[src/rtl/sc_pkg.sv]
// Shared definitions for the stochastic-computing stream decoder:
// the FSM state encoding and the default stream-length field width.
package sc_pkg;

    typedef enum logic [1:0] {
        ST_IDLE  = 2'd0,
        ST_COUNT = 2'd1,
        ST_DONE  = 2'd2
    } state_t;

    localparam int LEN_W_DEF = 8;

endpackage

[src/rtl/sc_bit_accum.sv]
// Loadable down-counter of remaining stream bits plus a ones accumulator.
// A load clears the ones count; en consumes one bit of z.
module sc_bit_accum
    import sc_pkg::*;
#(
    parameter int LEN_W = LEN_W_DEF
) (
    input  logic             clk,
    input  logic             rst,
    input  logic             load,
    input  logic [LEN_W-1:0] len,
    input  logic             en,
    input  logic             z,
    output logic [LEN_W-1:0] ones_nxt,
    output logic             last
);

    logic [LEN_W-1:0] remaining;
    logic [LEN_W-1:0] ones;

    always_ff @(posedge clk or posedge rst) begin
        if (rst) begin
            remaining <= '0;
            ones      <= '0;
        end else if (load) begin
            remaining <= len;
            ones      <= '0;
        end else if (en) begin
            remaining <= remaining - LEN_W'(1);
            ones      <= ones_nxt;
        end
    end

    // Count including the bit presented this cycle, so the result can be
    // registered on the same edge that consumes the final bit.
    assign ones_nxt = ones + LEN_W'(z);
    assign last     = en && (remaining == LEN_W'(1));

endmodule

[src/rtl/sc_stream_decoder.sv]
// Stochastic bitstream decoder: counts ones over len qualified bits and
// presents the result with a valid/ready handshake.
// Define SC_STREAM_DECODER_BIPOLAR_EN for a bipolar result (2*ones - len).
module sc_stream_decoder
    import sc_pkg::*;
#(
    parameter int LEN_W = LEN_W_DEF
) (
    input  logic             clk,
    input  logic             rst,
    input  logic             start,
    input  logic [LEN_W-1:0] len,
    input  logic             z,
    input  logic             z_vld,
    output logic             busy,
    output logic [LEN_W:0]   res,
    output logic             res_vld,
    input  logic             res_rdy
);

    state_t           state_q;
    state_t           state_d;
    logic             acc_load;
    logic             acc_en;
    logic             acc_last;
    logic [LEN_W-1:0] ones_nxt;
    logic             start_zero;

`ifdef SC_STREAM_DECODER_BIPOLAR_EN
    logic [LEN_W-1:0] len_q;

    function automatic logic [LEN_W:0] fmt_res(input logic [LEN_W-1:0] ones,
                                               input logic [LEN_W-1:0] n);
        return {ones, 1'b0} - {1'b0, n};
    endfunction

    always_ff @(posedge clk or posedge rst) begin
        if (rst) begin
            len_q <= '0;
        end else if (acc_load) begin
            len_q <= len;
        end
    end
`else
    function automatic logic [LEN_W:0] fmt_res(input logic [LEN_W-1:0] ones);
        return {1'b0, ones};
    endfunction
`endif

    sc_bit_accum #(
        .LEN_W (LEN_W)
    ) u_accum (
        .clk      (clk),
        .rst      (rst),
        .load     (acc_load),
        .len      (len),
        .en       (acc_en),
        .z        (z),
        .ones_nxt (ones_nxt),
        .last     (acc_last)
    );

    always_ff @(posedge clk or posedge rst) begin
        if (rst) begin
            state_q <= ST_IDLE;
        end else begin
            state_q <= state_d;
        end
    end

    assign start_zero = (state_q == ST_IDLE) && start && (len == '0);

    always_comb begin
        state_d = state_q;
        case (state_q)
            ST_IDLE: begin
                if (start) begin
                    state_d = (len == '0) ? ST_DONE : ST_COUNT;
                end
            end
            ST_COUNT: begin
                if (acc_last) begin
                    state_d = ST_DONE;
                end
            end
            ST_DONE: begin
                if (res_rdy) begin
                    state_d = ST_IDLE;
                end
            end
            default: state_d = ST_IDLE;
        endcase
    end

    always_comb begin
        busy     = (state_q != ST_IDLE);
        res_vld  = (state_q == ST_DONE);
        acc_load = (state_q == ST_IDLE) && start && (len != '0);
        acc_en   = (state_q == ST_COUNT) && z_vld;
    end

    // Result is captured once on entry to DONE and held until the next stream.
    always_ff @(posedge clk or posedge rst) begin
        if (rst) begin
            res <= '0;
        end else if (start_zero) begin
            res <= '0;
        end else if (acc_last) begin
`ifdef SC_STREAM_DECODER_BIPOLAR_EN
            res <= fmt_res(ones_nxt, len_q);
`else
            res <= fmt_res(ones_nxt);
`endif
        end
    end

endmodule

[config.mk]
export PLATFORM = sky130hd
export DESIGN_NAME = sc_stream_decoder
export DESIGN_NICKNAME = d
export VERILOG_FILES = /design/src/rtl/sc_pkg.sv /design/src/rtl/sc_bit_accum.sv /design/src/rtl/sc_stream_decoder.sv
export SDC_FILE = /design/constraint.sdc
export NUM_CORES = 1
export LEC_CHECK = 0
export ABC_AREA = 1
export ABC_CLOCK_PERIOD_IN_PS = 2690
export CAP_MARGIN = 20
export CORE_ASPECT_RATIO = 1.25
export CORE_MARGIN = 2
export CORE_UTILIZATION = 50
export DETAILED_ROUTE_END_ITERATION = 8
export PLACE_DENSITY = 0.75
export SKIP_LAST_GASP = 1
export SLEW_MARGIN = 20
export SYNTH_ARGS = -nofsm -noshare
export SYNTH_HDL_FRONTEND = slang
export SYNTH_HIERARCHICAL = 1
export SYNTH_SLANG_ARGS = --single-unit
[constraint.sdc]
create_clock -name clk -period 2.69 [get_ports clk]
set_input_delay 0.538 -clock clk [delete_from_list [all_inputs] [get_ports clk]]
set_output_delay 0.538 -clock clk [all_outputs]
set_load 0.005 [all_outputs]
Word level (Yosys, flattened, before mapping) --
Cells that the tools add are included.
Operators by class: add/subtract/negate cells 2, eq/ne operators 6, muxes and demuxes 11, reduce and logical (&&, ||, !) cells 12
Operators with widths (number):
- $mux 8 | 4
- $mux 9 | 2
- $add 8x1->8 | 1
- $eq 8x1->1 const B | 1
- $logic_not 8->1 | 1
- $mux 2 | 4
- $reduce_bool 8->1 | 1
- $sub 8x1->8 const B | 1
- $pmux 2 s3 | 1
- $reduce_bool 2->1 | 3
- $logic_and 1x1->1 | 5
- $ne 2x2->1 const B | 2
- $reduce_and 3->1 | 1
- $eq 2x1->1 const B | 1
- $eq 2x2->1 const B | 1
- $logic_not 2->1 | 1
- $ne 2x1->1 const B | 1
Word-level totals: register bits 27, input port bits 14, output and inout port bits 11, word-level logic and storage cells 35

Longest topological paths before layout --
depth in word-level cells 5, depth in mapped cells 10, mapped depth without buffers 10

Hierarchy --
Netlist, hierarchy kept.
Modules (own cells, without submodules):
- sc_bit_accum | instances 1, cells each 133, area each 1024.7 um^2, seq. area each 400.4 um^2
- sc_stream_decoder | instances 1, cells each 55, area each 505.5 um^2, seq. area each 250.2 um^2

Least setup slack after synthesis --
Ideal clock, no wire load.
kind input-to-reg, start point input len[0], end point register u_accum.remaining[1], setup time 0.127 ns, arrival time 1.630 ns, required time 2.563 ns, setup slack 0.933 ns, stages on the path 9, buffers on the path 1, path through nor2_1 nand2_1 nor2_4 nor2_1 nor2_4 inv_4 buf_6 o211ai_1 o21ai_1
On the way: longest elaborated chain between the ends 3, elaborated cells on any way between the ends 4, those cells by class mux (1); reduce/logical (3)
Ends and longest elaborated chain:
- start, declared | RTL line sc_stream_decoder.sv:12 | input logic [LEN_W-1:0] len,
- $reduce_bool 8->1 (*) | RTL line sc_stream_decoder.sv:98 | acc_load = (state_q == ST_IDLE) && start && (len != '0);
- $logic_and 1x1->1 (*) | RTL line sc_stream_decoder.sv:98
- net acc_load | RTL line sc_stream_decoder.sv:23 | logic acc_load;
- $mux 8 / $reduce_bool 2->1 (equally long branches)
- end signal, assigned | RTL line sc_bit_accum.sv:26 | remaining <= len;
- end signal, assigned | RTL line sc_bit_accum.sv:29 | remaining <= remaining - LEN_W'(1);
- end, declared | RTL line sc_bit_accum.sv:18 | logic [LEN_W-1:0] remaining;
Mark *: on every way through the listed nets, which the timed path passes. The rest lies on a longest branch. A chain may end at the register's enable or synchronous reset.

Worst setup path in the final report --
Ends and elaborated chain as after synthesis.

==> results.py <==
metrics = {
    "synthesis": {
        "syn_avg_cell_area_um2": 8.14,
        "synth_area_um2": 1530,
        "ys_async_sr_fraction": 1.00,
        "mappedNetlistNets": 206,
        "synth_seq_cells": 26,
        "synth_ff_type": "dfrtp_1",
        "ys_seq_area_frac": 0.425,
        "ys_types": 27,
        "synth_cells": 188,
        "ys_warn_count": 6,
        "synth_edf_count": 0,
    },
    "route": {
        "viasPerCell": 5.34,
        "drt-total-wl_um": 3360,
        "first_pass_iters": 4,
        "wl_per_cell_um": 13.4,
        "vias": 1334,
        "drtIter0Drc": 27,
        "route.detailed.drc": 0,
        "antenna_left": 0,
    },
    "sta": {
        "slew_violations": 0,
        "finalCriticalPeriod_ns": 2.15,
        "setup_viol": 0,
        "worst_slew_pin_slew_ns": 0.637,
        "post-route-period-util": 0.798,
        "clock_skew_ns": 0.00315,
        "tns_ns": 0,
        "timing.fmax_ghz": 0.466,
        "slew_headroom": 0.573,
        "hold_viol_final": 0,
        "rsz0062_at_grt": "no",
        "worst_slack_ns": 0.545,
    },
    "placed_design": {
        "dp.cells": 246,
        "dp_hpwl_um": 2660,
        "place_ws_ns": 0.203,
        "place.port_buffers": 23,
        "place_area_um2": 1800,
        "place_congestion": 0.884,
    },
    "worst_hold_path": {
        "hold_class": "primary input to asynchronous set/reset pin",
    },
    "pwr": {
        "power_density_nw_per_um2": 866,
        "power.total_w": 0.00160,
        "peakVddDrop_v": 0.000555,
        "p_leak_nw": 0.916,
    },
    "clock_network": {
        "clk_latency_ns": 0.34,
        "cts_made_buffers": 3,
        "clock-sinks": 26,
        "postCtsHoldBufs": 0,
        "htreeDepth": 1,
        "cts_root_buf": "clkbuf_4",
        "clk_path_buf_depth": 2,
        "cts-resized-gates": 0,
        "clk_pin_slew_ns": 0.14,
        "postCtsSetupRepairBufs": 0,
        "cts_tree": "yes",
    },
    "floorplanning": {
        "die_y_um": 65.9,
        "initial_core_util": 0.524,
        "fp.dieW_um": 53.5,
        "core.rowCount": 22,
        "io_pins": 25,
        "dieArea_um2": 3520,
        "fp.coreArea_um2": 2920,
    },
    "setup_path": {
        "end_kind": "flop",
        "required_ns": 2.92,
        "start_kind": "primary input",
        "critPathMaxFanout": 12,
        "crit_type": "primary input to flop",
        "cp.arrival_ns": 2.38,
    },
    "finish": {
        "finish.net_count": 233,
        "layout_common_cells": "nand2_1 (47), dfrtp_1 (26), clkdlybuf4s50_1 (23)",
        "syn_to_final_growth_pct": 20.9,
        "final_layout_size_suffix_gt1_frac": 0.112,
        "layout_commonest_cell": "nand2_1",
        "diodes": 0,
        "final_area_um2": 1850,
        "finalNonFillerCells": 250,
    },
    "global_routing": {
        "grt.overflow.total": 0,
        "grt_pass1_vias": 1396,
        "antenna_found_initial": 0,
        "grt_pass1_wl_um": 6020,
        "grt_usage": 0.233,
        "grt_start_max_net_pins": 17,
    },
    "outcome": {
        "run_status": "finished, final reports clean",
    },
    "flow_run": {
        "maxCapViolations": 0,
    },
}
[final timing paths]
| kind | startpoint | to | slack [ns] | cells after the start |
|---|---|---|---|---|
| max in group asynchronous | rst | u_accum/ones[6]$_DFFE_PP0P_ | 1.70 | 2 |
| max reg2reg | state_q[0]$_DFFE_PP0P_ | u_accum/remaining[1]$_DFFE_PP0P_ | 0.85 | 6 |
| min in group clk | u_accum/ones[7]$_DFFE_PP0P_ | u_accum/ones[7]$_DFFE_PP0P_ | 0.52 | 2 |
| max | len[0] | u_accum/remaining[1]$_DFFE_PP0P_ | 0.54 | 8 |
| min reg2reg | u_accum/ones[7]$_DFFE_PP0P_ | u_accum/ones[7]$_DFFE_PP0P_ | 0.52 | 2 |
| min | rst | res[2]$_DFFE_PP0P_ | 0.48 | 2 |
[critical path, stage by stage]
cell,delay [ns]
clkdlybuf4s50_1,0.51
nor2_1,0.06
nand2_1,0.12
nor2_4,0.09
nor2_1,0.50
inv_2,0.25
o211ai_1,0.21
o21ai_1,0.10
[cell usage after synthesis, types with 2 or more instances]
master	number	area, um^2
o21ai_0	10	50.1
nor2_4	3	33.8
a22o_2	3	30.0
dfrtp_1	26	651
mux2i_1	8	80.1
a21oi_1	9	45.0
nand3_1	11	55.1
nor2_1	17	63.8
o211ai_2	2	25.0
buf_6	2	22.5
buf_4	2	15.0
nand2_1	47	176
o211ai_1	2	15.0
inv_2	3	11.3
nand4_1	2	12.5
xor2_1	4	35.0
o21ai_2	3	26.3
ha_1	4	50.1
inv_1	22	82.6
[cell families after synthesis]
kind of cell / after synthesis / share of synthesized area
compound gates: 31 / 0.132
fa+ha+maj: 4 / 0.0327
other cells: 1 / 0.00245
xor+xnor: 4 / 0.0229
simple gates: 84 / 0.242
mux: 8 / 0.0523
flops: 26 / 0.425
buf+inv: 30 / 0.0899
[report_power, final]
group          switching (W)  internal, W  total, W
sequential         0.0000866     0.000494  0.000580
combinational       0.000453     0.000294  0.000747
clock               0.000123     0.000151  0.000274
total               0.000663     0.000939   0.00160
[final cells by class]
class	count	area, um^2
Inverter	26	100
Sequential cell	26	651
Clock inverter	1	30.0
Timing Repair Buffer	26	253
Multi-Input combinational cell	132	748
Clock buffer	3	22.5
Tap cell	36	45.0
Fill cell	268	1070
[registers in the layout, summed over array words and instances (netlist names)]
signal / cells
u_accum/remaining: 8
state_q: 2
res: 8
u_accum/ones: 8
[layer usage]
layer / vias to the layer above / wire length (um) / global-route usage
met5: - / 0 / 0
met4: 0 / 61 / 0.0929
met3: 5 / 69 / 0.0226
met2: 18 / 1820 / 0.423
met1: 645 / 1410 / 0.271
li1: 666 / - / -
[stage by stage]
step                 util  hold WS, ns
floorplan               -        0.378
global placement    0.616        0.484
detailed placement  0.616        0.490
CTS                 0.634        0.475
global route        0.634        0.536
finish              0.634        0.476
(Power assumes the default switching activity.)
